$ cat src/rtl/seq_divider.sv
// Multi-cycle restoring divider: one quotient bit per clock, quotient/remainder held until the next accepted start.
// Optional two's-complement mode is enabled with `define SEQ_DIVIDER_SIGNED_EN.
module seq_divider #(
  parameter int N = 4
) (
  input  logic         clk,
  input  logic         rst,
  input  logic         start,
  input  logic [N-1:0] a,
  input  logic [N-1:0] b,
  output logic         busy,
  output logic         done,
  output logic [N-1:0] quotient,
  output logic [N-1:0] remainder,
  output logic         zero
);

  localparam int CW = (N > 1) ? $clog2(N) : 1;
  localparam logic [CW-1:0] LAST_CNT = CW'(N - 1);

  typedef enum logic [1:0] {
    IDLE = 2'd0,
    CALC = 2'd1,
    DONE = 2'd2
  } state_t;

  state_t        r_state,  w_state_nxt;
  logic [N-1:0]  r_rem,    w_rem_nxt;
  logic [N-1:0]  r_quo,    w_quo_nxt;
  logic [N-1:0]  r_div,    w_div_nxt;
  logic [CW-1:0] r_cnt,    w_cnt_nxt;
  logic          r_busy,   w_busy_nxt;
  logic          r_done,   w_done_nxt;
  logic [N-1:0]  r_q_out,  w_q_out_nxt;
  logic [N-1:0]  r_r_out,  w_r_out_nxt;
  logic          r_zero,   w_zero_nxt;

  logic [N:0]    w_shift;
  logic          w_ge;
  logic [N-1:0]  w_sub;
  logic [N-1:0]  w_rem_it;
  logic [N-1:0]  w_quo_it;
  logic [N-1:0]  w_a_mag;
  logic [N-1:0]  w_b_mag;
  logic [N-1:0]  w_q_res;
  logic [N-1:0]  w_r_res;

  // One restoring step; the partial remainder never exceeds the divisor, so N bits hold it.
  assign w_shift  = {r_rem, r_quo[N-1]};
  assign w_ge     = (w_shift >= {1'b0, r_div});
  assign w_sub    = w_shift[N-1:0] - r_div;
  assign w_rem_it = w_ge ? w_sub : w_shift[N-1:0];
  assign w_quo_it = {r_quo[N-2:0], w_ge};

`ifdef SEQ_DIVIDER_SIGNED_EN
  logic r_neg_q, w_neg_q_nxt;
  logic r_neg_r, w_neg_r_nxt;

  // The most negative value maps to itself, which is its correct unsigned magnitude.
  assign w_a_mag = a[N-1] ? -a : a;
  assign w_b_mag = b[N-1] ? -b : b;
  assign w_q_res = r_neg_q ? -w_quo_it : w_quo_it;
  assign w_r_res = r_neg_r ? -w_rem_it : w_rem_it;
`else
  assign w_a_mag = a;
  assign w_b_mag = b;
  assign w_q_res = w_quo_it;
  assign w_r_res = w_rem_it;
`endif

  // Next-state and next-output logic.
  always_comb begin
    w_state_nxt = r_state;
    w_rem_nxt   = r_rem;
    w_quo_nxt   = r_quo;
    w_div_nxt   = r_div;
    w_cnt_nxt   = r_cnt;
    w_busy_nxt  = r_busy;
    w_done_nxt  = 1'b0;
    w_q_out_nxt = r_q_out;
    w_r_out_nxt = r_r_out;
    w_zero_nxt  = r_zero;
`ifdef SEQ_DIVIDER_SIGNED_EN
    w_neg_q_nxt = r_neg_q;
    w_neg_r_nxt = r_neg_r;
`endif
    case (r_state)
      IDLE, DONE: begin
        if (start) begin
          if (b != '0) begin
            w_div_nxt   = w_b_mag;
            w_quo_nxt   = w_a_mag;
            w_rem_nxt   = '0;
            w_cnt_nxt   = '0;
            w_zero_nxt  = 1'b0;
            w_busy_nxt  = 1'b1;
            w_state_nxt = CALC;
`ifdef SEQ_DIVIDER_SIGNED_EN
            w_neg_q_nxt = a[N-1] ^ b[N-1];
            w_neg_r_nxt = a[N-1];
`endif
          end else begin
            w_zero_nxt  = 1'b1;
            w_q_out_nxt = '0;
            w_r_out_nxt = a;
            w_done_nxt  = 1'b1;
            w_state_nxt = DONE;
          end
        end else begin
          w_state_nxt = IDLE;
        end
      end
      CALC: begin
        w_rem_nxt = w_rem_it;
        w_quo_nxt = w_quo_it;
        w_cnt_nxt = r_cnt + CW'(1);
        if (r_cnt == LAST_CNT) begin
          w_busy_nxt  = 1'b0;
          w_done_nxt  = 1'b1;
          w_q_out_nxt = w_q_res;
          w_r_out_nxt = w_r_res;
          w_state_nxt = DONE;
        end else begin
          w_state_nxt = CALC;
        end
      end
      default: begin
        w_busy_nxt  = 1'b0;
        w_state_nxt = IDLE;
      end
    endcase
  end

  // State and output registers with synchronous reset.
  always_ff @(posedge clk) begin
    if (rst) begin
      r_state <= IDLE;
      r_rem   <= '0;
      r_quo   <= '0;
      r_div   <= '0;
      r_cnt   <= '0;
      r_busy  <= 1'b0;
      r_done  <= 1'b0;
      r_q_out <= '0;
      r_r_out <= '0;
      r_zero  <= 1'b0;
`ifdef SEQ_DIVIDER_SIGNED_EN
      r_neg_q <= 1'b0;
      r_neg_r <= 1'b0;
`endif
    end else begin
      r_state <= w_state_nxt;
      r_rem   <= w_rem_nxt;
      r_quo   <= w_quo_nxt;
      r_div   <= w_div_nxt;
      r_cnt   <= w_cnt_nxt;
      r_busy  <= w_busy_nxt;
      r_done  <= w_done_nxt;
      r_q_out <= w_q_out_nxt;
      r_r_out <= w_r_out_nxt;
      r_zero  <= w_zero_nxt;
`ifdef SEQ_DIVIDER_SIGNED_EN
      r_neg_q <= w_neg_q_nxt;
      r_neg_r <= w_neg_r_nxt;
`endif
    end
  end

  assign busy      = r_busy;
  assign done      = r_done;
  assign quotient  = r_q_out;
  assign remainder = r_r_out;
  assign zero      = r_zero;

endmodule
$ cat config.mk
export PLATFORM = sky130hd
export DESIGN_NAME = seq_divider
export DESIGN_NICKNAME = d
export VERILOG_FILES = /design/src/rtl/seq_divider.sv
export SDC_FILE = /design/constraint.sdc
export NUM_CORES = 1
export LEC_CHECK = 0
export BUFFER_PORTS_ARGS = -buffer_cell sky130_fd_sc_hd__buf_4
export CORE_UTILIZATION = 49
export CTS_CLUSTER_DIAMETER = 200
export DETAILED_ROUTE_END_ITERATION = 8
export GPL_TIMING_DRIVEN = 0
export PLACE_DENSITY = 0.74
export SLEW_MARGIN = 20
export SYNTH_ARGS = -nofsm -noshare
export SYNTH_HDL_FRONTEND = slang
export SYNTH_SLANG_ARGS = --single-unit
$ cat constraint.sdc
create_clock -name clk -period 1.7 [get_ports clk]
set_input_delay 0.255 -clock clk [delete_from_list [all_inputs] [get_ports clk]]
set_output_delay 0.255 -clock clk [all_outputs]
set_load 0.02 [all_outputs]
Word level (Yosys, flattened, before mapping) --
Cells that the tools add are included.
Cells by class: muxes and demuxes 30, eq/ne operators 7, add/subtract/negate cells 2, $lt $le $gt $ge 1, reduce and logical (&&, ||, !) cells 9
Operators by type and width (count):
- $mux W4 | 11
- $pmux W4 S2 | 4
- $mux W2 | 5
- $reduce_and A3 Y1 | 3
- $ne A2 B2 Y1 const B | 4
- $pmux W2 S2 | 2
- $mux W1 | 6
- $ge A5 B4 Y1 | 1
- $eq A2 B2 Y1 const B | 2
- $pmux W1 S2 | 2
- $reduce_and A4 Y1 | 1
- $reduce_bool A4 Y1 | 1
- $sub A4 B4 Y4 | 1
- $add A2 B1 Y2 const B | 1
- $eq A2 B1 Y1 const B | 1
- $logic_not A2 Y1 | 1
- $reduce_and A2 Y1 | 1
- $reduce_bool A2 Y1 | 1
- $reduce_or A2 Y1 | 1
Word-level totals: bits in registers 27, word-level logic and storage cells 59, output and inout port bits 11, bits of input ports 11

Logic depth before layout (Yosys ltp) --
Gate-level depths: netlist of run 1.
depth in word-level cells 4, mapped depth 7, gate-level depth less buffers 7

Worst setup path after synthesis of run 1 --
No wires, ideal clock.
path type flip-flop to flip-flop, start point register r_div[2], end point register r_r_out[0] (netlist: remainder[0]), arrival time 1.623 ns, cell stages (with the launch flop) 7, buffers on the path 0, setup slack -0.014 ns, period minus slack after synthesis 1.714 ns, required time 1.609 ns, library setup time 0.091 ns, cells stage by stage dfxtp_1 > inv_1 > ha_1 > o21ai_0 > and2_1 > or4_1 > a311oi_1
On the way: longest elaborated chain between the ends 4
Ends and longest elaborated chain:
- from (decl) | line 30 | logic [N-1:0] r_div, w_div_nxt;
- from (signal assigned) | line 155 | r_div <= w_div_nxt;
- $ge A5 B4 Y1 | line 50 | assign w_ge = (w_shift >= {1'b0, r_div});
- $mux W4 | line 52 | assign w_rem_it = w_ge ? w_sub : w_shift[N-1:0];
- $mux W4 | line 117 | if (r_cnt == LAST_CNT) begin
- $pmux W4 S2 | line 87 | case (r_state)
- to (signal assigned) | line 160 | r_r_out <= w_r_out_nxt;
- to (decl) | line 35 | logic [N-1:0] r_r_out, w_r_out_nxt;
No other way between the ends. The select of a mux whose other input is x is not followed. A chain may end at the register's enable or synchronous reset.

Final worst setup path of run 1 --
start point register r_rem[1], end point register r_r_out[3] (netlist: remainder[3])
On the way: longest elaborated chain between the ends 4, elaborated cells between the ends (all ways) 5, classes of those cells 1 x add/sub; 1 x order compare; 3 x mux
Ends and longest elaborated chain:
- from (decl) | line 28 | logic [N-1:0] r_rem, w_rem_nxt;
- from (signal assigned) | line 153 | r_rem <= w_rem_nxt;
- $sub A4 B4 Y4 / $ge A5 B4 Y1 (equally long branches) | line 51, 50
- $mux W4 (*) | line 52
- $mux W4 (*) | line 117
- $pmux W4 S2 (*) | line 87
Mark *: on every way between the ends. The rest lies on a longest branch, timed or not. The select of a mux whose other input is x is not followed.

==> results of run 1 <==
[worst reg2reg max path, cell delays in order (launching register included)]
cell	delay [ns]
dfxtp_2	0.41
ha_4	0.22
buf_4	0.15
a21oi_1	0.22
o2111ai_1	0.22
a2bb2oi_2	0.21
a311oi_1	0.23
[layout make-up]
cell class,instances,area (um2),share of cell area
flip-flops and latches,26,527,0.311
multi-input cells,109,821,0.484
well taps,30,37.5,0.0221
repair buffers,27,203,0.120
plain buffers,7,36.3,0.0214
inverters,5,18.8,0.0111
clock buffers,3,22.5,0.0133
clock inverters,1,30.0,0.0177
[cell families (layout without fill, tap and decap cells)]
logic type               Yosys count  in the layout  synth area share
AND/OR/NAND/NOR                   49             49             0.190
flip-flops                        26             26             0.401
XOR/XNOR                           1              1           0.00674
adder cells (fa/ha/maj)            6              6            0.0636
buffers and inverters             12             43            0.0405
AO/OA/AOI/OAI                     45             45             0.237
multiplexers                       8              8            0.0617
[cell usage in the layout (no fill, tap or decap), types with 4 or more instances in the layout]
cell type	n
a211oi_1	4
a21oi_1	15
a31oi_1	4
buf_4	27
dfxtp_1	21
dfxtp_2	5
ha_4	4
mux2i_1	8
nand2_1	9
nand2b_1	4
nor2_1	16
o211ai_1	4
o21ai_0	4
[how the worst max path moves through the flow]
stage                     slack (ns)      endpoint  cells past startpoint  startpoint
after floorplan                 0.02  remainder[0]                      6    r_quo[3]
after global placement         -0.13  remainder[3]                      6    r_div[3]
after detailed placement       -0.16  remainder[3]                      6    r_div[3]
after CTS                      -0.01  remainder[3]                      6    r_div[2]
after global routing           -0.14  remainder[3]                      6    r_rem[1]
final                          -0.04  remainder[3]                      6    r_rem[1]
[where the power goes]
part	switching (mW)	internal, mW
Clock	0.199	0.239
Sequential	0.0304	0.645
Combinational	0.187	0.168
Total	0.416	1.05
[timing repair]
item / 4_1_cts / 5_1_grt
buffers inserted: 5 / 2
pin swaps: 8 / 6
endpoints found under the setup margin: 8 / 12
gates cloned: 0 / 0
gates resized for setup: 19 / 5
[state kept, by name, summed over array words and instances, names as in the netlist]
register and count:
r_div 4, r_state 1, busy 1, r_cnt 2
remainder 4, r_quo 4, quotient 4, zero 1
r_rem 4, done 1
[routing by layer]
metal  up-vias  share of wire  wire length, um
met2        40           0.52             1720
li1        602              -                -
met5         -              0                0
met3         5          0.052              175
met4         0          0.010               35
met1       574           0.42             1400
==> results.yml, run 1 <==
outcome:
  status: "finished, violations left"
  violations: "setup timing"
cells_and_area:
  nets: 196
  drive_gt1_frac: 0.326
  final_core_util: 0.678
  nFillCells: 200
  antenna_cells: 0
  area_growth_pct: 30.5
  fin_cells: 208
  stdcell_area_um2: 1700
logic_synthesis:
  synth_nets: 164
  synth_commonest_cells: "dfxtp_1 (26), nor2_1 (16), a21oi_1 (15), nand2_1 (9), mux2i_1 (8)"
  syn_area_um2: 1300
  synth.yosys.seq_area_share: 0.401
  synthTopCellsByArea: "dfxtp_1 (40%), mux2i_1 (6.2%), a21oi_1 (5.8%)"
  synth_edf_count: 0
  ys_types: 38
  yosys.area.top_type: "dfxtp_1"
  syn_area_per_cell_um2: 8.84
  synth_top_area_share: 0.401
  ys_ff_latch: 26
  yosysMostFrequentCell: "dfxtp_1"
  synth-async-reset-ratio: 0
  postSynthCellCount: 147
  synth_ff_type: "dfxtp_1"
  ys_warn_count: 0
cts:
  clock_latency_ns: 0.33
  clock_sinks: 26
  ctsHoldBuffers: 0
  h-tree-depth: 1
  cts_tree: "yes"
  clk_pin_slew_ns: 0.15
  clk_path_buf_depth: 2
  cts_buffers: 3
  cts_root_buf: "clkbuf_4"
worst_setup_path:
  rrSetupSlack_ns: -0.04
  worst-setup-path-type: "reg2reg"
  slowest_delay_ns: 0.41
  end_kind: "register"
  crit_chain: "ha_4 -> buf_4 -> a21oi_1 -> o2111ai_1 -> a2bb2oi_2 -> a311oi_1"
  crit_slowest_cell: "dfxtp_2"
  path_max_fanout: 5
  timing.rr.end: "remainder[3]"
  cp_data_arrival_time_ns: 1.99
  path_buf_inv: 1
  r2r_cells: 6
  required_ns: 1.95
  path_delay_family: "compound AO/OA/AOI/OAI gates"
  cp-start-kind: "register"
  reg2reg_from: "r_rem[1]"
sta:
  slew_viol_final: 0
  layout_setup_ws_ns: -0.0412
  min_period_over_period: 1.02
  relSlewSlack: 0.652
  setup_viol: 1
  hold_viol_final: 0
  fin_crit_ns: 1.74
  grt_setup_unrepaired: "yes"
  hold_ws_ns: 0.162
  clock_skew_ns: 0.00156
  worst_slew_pin_slew_ns: 0.523
  timing.fmax_mhz: 574
  fin_tns_setup_ns: -0.0412
detailed_routing:
  drtIter0Drc: 38
  drtPass1Iterations: 4
  viasPerCell: 5.87
  wl_um: 3330
  drc_errors: 0
  vias: 1221
  routedWlPerCell_um: 16.0
  antenna_left: 0
grt:
  grt_use_total: 0.261
  grt.busiest_layer: "met2"
  met2_usage: 0.454
  grt_pass1_vias: 1168
  global_route.overflow_total: 0
  grt_pass1_wl_um: 5290
  antenna_found_initial: 0
  use_met1: 0.322
  use_met3: 0.0431
  grt_max_degree: 16
floorplan:
  dieHeight_um: 53.5
  num_io_pins: 22
  dieArea_um2: 2860
  coreArea_um2: 2500
  rows: 18
  die_w_um: 53.5
  floorplan.initialDensity: 0.520
hold_path:
  hold_path.class: "in2reg"
  hold_end: "r_div[1]"
  min_from: "b[1]"
  min_path_cells: 3
placement:
  hpwl_um: 2360
  placedCellCount: 197
  io_buffers: 20
  post_dp_cell_area_um2: 1500
  gp_congestion: 0.889
  place_ws_ns: -0.163
pwr:
  total_power_mw: 1.47
  leakagePower_nw: 0.666
  p_per_area_nw_per_um2: 866
  ir_drop_mv: 0.500
run:
  maxCapViolations: 0
No activity file was read; power rests on OpenSTA's default activity.
==> run 2, diff against run 1 <==
Settings changed: ABC_AREA from default to 1, PLACE_DENSITY 0.74 to 0.73.
==> run 2 against run 1 <==
  * Setup slack gained 0.17 ns
  * Hold slack better by 0.028 ns
  * Flip-flop and latch count did not move
  * Global-route usage shrank 4.0 points
  * Critical endpoint is now r_rem[1]
  * Total power up 13%
  * The flow now finishes without violations
  * Via count shrank 4.3%
==> results.yml, run 2 <==
cts:
  h-tree-depth: 1
  ctsHoldBuffers: 0
  postCtsSetupRepairBufs: 0
  cts_buffers: 3
  cts_tree: "yes"
  ctsResizeCount: 0
  clock_latency_ns: 0.33
  clk_pin_slew_ns: 0.15
  cts_root_buf: "clkbuf_4"
  clk_path_buf_depth: 2
  clock_sinks: 26
worst_setup_path:
  cp_data_arrival_time_ns: 1.83
  rrSetupSlack_ns: 0.13
  path_max_fanout: 2
  cp-start-kind: "register"
  r2r_cells: 8
  worst-setup-path-type: "reg2reg"
  required_ns: 1.96
  end_kind: "register"
pwr:
  intPower_mw: 1.11
  clockPowerShare: 0.255
  ir_drop_mv: 0.873
  pwr-share-seq: 0.413
  pwr-share-comb: 0.332
  power_switching_share: 0.334
  p_per_area_nw_per_um2: 1020
  p_switching_uw: 555
  total_power_mw: 1.66
  leakagePower_nw: 0.735
sta:
  fin_crit_ns: 1.57
  worst_slew_pin_slew_ns: 0.589
  hold_viol_final: 0
  grt_setup_unrepaired: "no"
  setup_viol: 0
  relSlewSlack: 0.607
  min_period_over_period: 0.925
  clock_skew_ns: 0.0156
  timing.fmax_mhz: 636
  fin_tns_setup_ns: 0
  slew_viol_final: 0
placement:
  io_buffers: 21
  gp_congestion: 0.842
  hpwl_um: 2230
logic_synthesis:
  synth.yosys.seq_area_share: 0.381
  ys_warn_count: 0
  synth_top_area_share: 0.381
  postSynthCellCount: 163
  synthTopCellsByArea: "dfxtp_1 (38%), nand3_2 (6.6%), nand2_1 (5.8%)"
  synth-async-reset-ratio: 0
  yosysMostFrequentCell: "dfxtp_1"
  syn_area_per_cell_um2: 8.37
  syn_area_um2: 1370
  synth_nets: 180
  yosys.area.top_type: "dfxtp_1"
  ys_types: 32
  ys_ff_latch: 26
  synth_edf_count: 0
  synth_commonest_cells: "dfxtp_1 (26), nand2_1 (21), inv_1 (17), a21oi_1 (15), o21ai_0 (11)"
  synth_ff_type: "dfxtp_1"
detailed_routing:
  drc_errors: 0
  antenna_left: 0
  routedWlPerCell_um: 13.4
  drtIter0Drc: 12
  vias: 1169
  viasPerCell: 5.36
  wl_um: 2920
  drtPass1Iterations: 5
floorplan:
  dieHeight_um: 54.8
  coreArea_um2: 2540
  dieArea_um2: 3000
  rows: 18
  floorplan.initialDensity: 0.536
  die_w_um: 54.8
  num_io_pins: 22
hold_path:
  min_path_cells: 3
  hold_path.class: "in2reg"
grt:
  antenna_found_initial: 0
  grt_pass1_wl_um: 4770
  global_route.overflow_total: 0
  grt_pass1_vias: 1132
  grt_use_total: 0.221
  grt_max_degree: 16
outcome:
  status: "finished, final reports clean"
cells_and_area:
  nets: 206
  antenna_cells: 0
  layout_common_cells: "dfxtp_1 (26), buf_4 (22), nand2_1 (21)"
  drive_gt1_frac: 0.367
  final_common_cell: "dfxtp_1"
  area_growth_pct: 19.8
  nFillCells: 231
run:
  maxCapViolations: 0
## run 2: per-layer routing
metal | vias up | share of wire | GRT usage
met1 | 543 | 0.48 | 0.269
met2 | 29 | 0.46 | 0.369
met5 | - | 0 | 0
met4 | 0 | 0.020 | 0.111
met3 | 7 | 0.043 | 0.0361
li1 | 590 | - | -
## run 2: kinds of logic (layout without fill, tap and decap cells)
| logic type | Yosys count | in the layout | synth area share |
|---|---|---|---|
| AO/OA/AOI/OAI | 45 | 45 | 0.204 |
| XOR/XNOR | 1 | 1 | 0.00642 |
| adder cells (fa/ha/maj) | 6 | 6 | 0.0605 |
| buffers and inverters | 27 | 52 | 0.0898 |
| flip-flops | 26 | 26 | 0.381 |
| AND/OR/NAND/NOR | 58 | 58 | 0.258 |
## run 2: through the flow
step / hold slack, ns / setup WS (ns) / area, um2 / instances / util
after floorplan: 0.416 / 0.259 / 1370 / 163 / -
after detailed placement: 0.476 / 0.0858 / 1560 / 214 / 0.613
after global placement: 0.456 / 0.140 / 1560 / 214 / 0.613
final: 0.190 / 0.127 / 1640 / 218 / 0.643
after global routing: 0.185 / 0.0299 / 1640 / 218 / 0.643
after CTS: 0.192 / 0.0469 / 1610 / 218 / 0.634
## run 2: final timing paths
| check | endpoint | startpoint |
|---|---|---|
| setup / recovery | r_rem[1] | r_quo[3] |
| hold / removal | r_quo[2] | a[2] |
| setup reg to reg | r_rem[1] | r_quo[3] |
| hold reg to reg | busy | busy |
## run 2: layout make-up
cell class / count / area (um2) / share of cell area
buffer: 5 / 38.8 / 0.0237
clock buffer: 3 / 22.5 / 0.0138
clock inverter: 1 / 30.0 / 0.0184
inverter: 22 / 83.8 / 0.0513
multi-input combinational: 110 / 744 / 0.455
sequential: 26 / 520 / 0.318
tap: 30 / 37.5 / 0.0230
timing repair buffer: 21 / 158 / 0.0964
## run 2: power groups by stage
stage                     Combinational, mW  Sequential (mW)  Clock, mW
final                                 0.553            0.687      0.424
after global routing                  0.618            0.693      0.458
after CTS                             0.535            0.685      0.431
after detailed placement              0.531            0.698          0
after global placement                0.514            0.697          0
after floorplan                       0.415            0.702          0
## run 2: critical path, cell delays in order (launching register included)
cell and delay, ns:
dfxtp_1 0.34, inv_1 0.09, ha_1 0.18, inv_1 0.07
fa_2 0.52, inv_1 0.05, nand2_2 0.06, nand3_2 0.07
a21oi_1 0.12
==> run 3, diff against run 2 <==
--- a/config.mk
+++ b/config.mk
@@ -12,5 +12,5 @@
 export DETAILED_ROUTE_END_ITERATION = 8
 export GPL_TIMING_DRIVEN = 0
-export PLACE_DENSITY = 0.73
+export PLACE_DENSITY_LB_ADDON = 0.15
 export SLEW_MARGIN = 20
 export SYNTH_ARGS = -nofsm -noshare
==> constraint.sdc (replaced) <==
create_clock -name clk -period 1.7 [get_ports clk]
set_input_delay 0.17 -clock clk [delete_from_list [all_inputs] [get_ports clk]]
set_output_delay 0.17 -clock clk [all_outputs]
set_load 0.02 [all_outputs]
==> run 3 against run 2 <==
  * Core utilization is 1.2 points lower
  * Combinational power is 3% lower
  * Design area is 1.9% lower
  * Total power is 8.0% lower
  * Largest cell class unchanged
==> results.yml, run 3 (synthesis gave the netlist of run 2 again) <==
detailed_routing:
  drtPass1Iterations: 4
  vias: 1171
  viasPerCell: 5.37
  routedWlPerCell_um: 12.7
  drc_errors: 0
  wl_um: 2770
  antenna_left: 0
  drtIter0Drc: 17
pwr:
  pwr-share-comb: 0.352
  pwr-share-seq: 0.447
  power_switching_share: 0.352
  p_switching_uw: 538
  clockPowerShare: 0.201
  ir_drop_mv: 0.711
  intPower_uw: 993
  total_power_mw: 1.53
  p_per_area_nw_per_um2: 955
  leakagePower_nw: 0.729
sta:
  worst_slew_pin_slew_ns: 0.577
  layout_setup_ws_ns: 0.0976
  hold_viol_final: 0
  setup_viol: 0
  slew_viol_final: 0
  relSlewSlack: 0.615
  fin_tns_setup_ns: 0
  clock_skew_ns: 0.00205
  grt_setup_unrepaired: "no"
  fin_crit_ns: 1.60
  min_period_over_period: 0.943
  timing.fmax_mhz: 624
floorplan:
  coreArea_um2: 2540
  dieArea_um2: 3000
  num_io_pins: 22
  dieHeight_um: 54.8
  rows: 18
  floorplan.initialDensity: 0.536
  die_w_um: 54.8
grt:
  antenna_found_initial: 0
  grt_use_total: 0.219
  grt_pass1_wl_um: 4600
  grt_pass1_vias: 1125
  grt_max_degree: 15
  global_route.overflow_total: 0
cells_and_area:
  antenna_cells: 0
  multi_input_area_um2: 729
  final_common_cell: "dfxtp_1"
  fin_cells: 218
  area_growth_pct: 17.5
  drive_gt1_frac: 0.356
  regArea_um2: 520
  nFillCells: 232
  layout_common_cells: "dfxtp_1 (26), buf_4 (22), nand2_1 (21)"
  nets: 206
worst_setup_path:
  required_ns: 1.96
  cp-start-kind: "register"
  end_kind: "register"
  path_max_fanout: 5
  worst-setup-path-type: "reg2reg"
  cp_data_arrival_time_ns: 1.87
cts:
  clock_sinks: 26
  clock_latency_ns: 0.32
  clk_path_buf_depth: 2
  cts_tree: "yes"
  cts_buffers: 3
  postCtsSetupRepairBufs: 0
  cts_root_buf: "clkbuf_4"
  h-tree-depth: 1
  clk_pin_slew_ns: 0.13
placement:
  io_buffers: 21
  hpwl_um: 2210
  gp_congestion: 0.757
  place_ws_ns: 0.123
  placedCellCount: 214
run:
  maxCapViolations: 0
outcome:
  status: "finished, final reports clean"
hold_path:
  hold_path.class: "in2reg"
## run 3: changes by cell type in the layout (fill, tap and decap cells not counted), sizes merged
cell,previous run,this run
bufinv,1,0
clkbuf,4,5
## run 3: what timing repair did
| action | CTS | global route |
|---|---|---|
| setup endpoints to repair | 0 | 2 |
| hold endpoints to repair | 0 | 0 |
| resized for setup | 0 | 1 |
| hold buffers | 0 | 0 |
## run 3: final timing paths
path	from	slack, ns	end	cells past startpoint
worst max register to register	r_div[2]	0.1	r_rem[2]	9
worst min register to register	r_div[2]	0.48	r_div[2]	2
worst max-delay path	r_div[2]	0.1	r_rem[2]	9
worst min-delay path	a[2]	0.12	r_quo[2]	3
## run 3: layout make-up
type | count | area share
timing repair buffer | 21 | 0.0983
inverter | 22 | 0.0523
tap | 30 | 0.0234
buffer | 5 | 0.0242
clock buffer | 4 | 0.0226
sequential | 26 | 0.324
multi-input combinational | 110 | 0.455
## run 3: per-layer routing
metal,wire length [um],share of wire,track usage
met4,25,0.0090,0.0641
met5,0,0,0
met3,132,0.048,0.0528
met1,1280,0.46,0.256
met2,1330,0.48,0.390
## run 3: worst max-delay path, stage by stage (launching register included)
cell and delay [ns]:
dfxtp_1 0.34, inv_1 0.05, ha_1 0.37, a21oi_4 0.19, nand2_2 0.08, nand2_4 0.11, nand2_4 0.10, nand2_2 0.08
nand3_2 0.09, a21oi_2 0.13
## run 3: per-stage QoR
step / util / hold WS (ns) / area [um2]
floorplan: - / 0.331 / 1370
global placement: 0.613 / 0.452 / 1560
detailed placement: 0.613 / 0.452 / 1560
CTS: 0.627 / 0.117 / 1600
global route: 0.630 / 0.126 / 1600
finish: 0.630 / 0.122 / 1600
## run 3: power groups by stage
stage / clock network (mW) / registers [mW] / logic (mW)
after floorplan: 0 / 0.702 / 0.415
after global placement: 0 / 0.697 / 0.515
after detailed placement: 0 / 0.698 / 0.531
after CTS: 0.313 / 0.685 / 0.534
after global routing: 0.333 / 0.692 / 0.600
final: 0.308 / 0.685 / 0.538
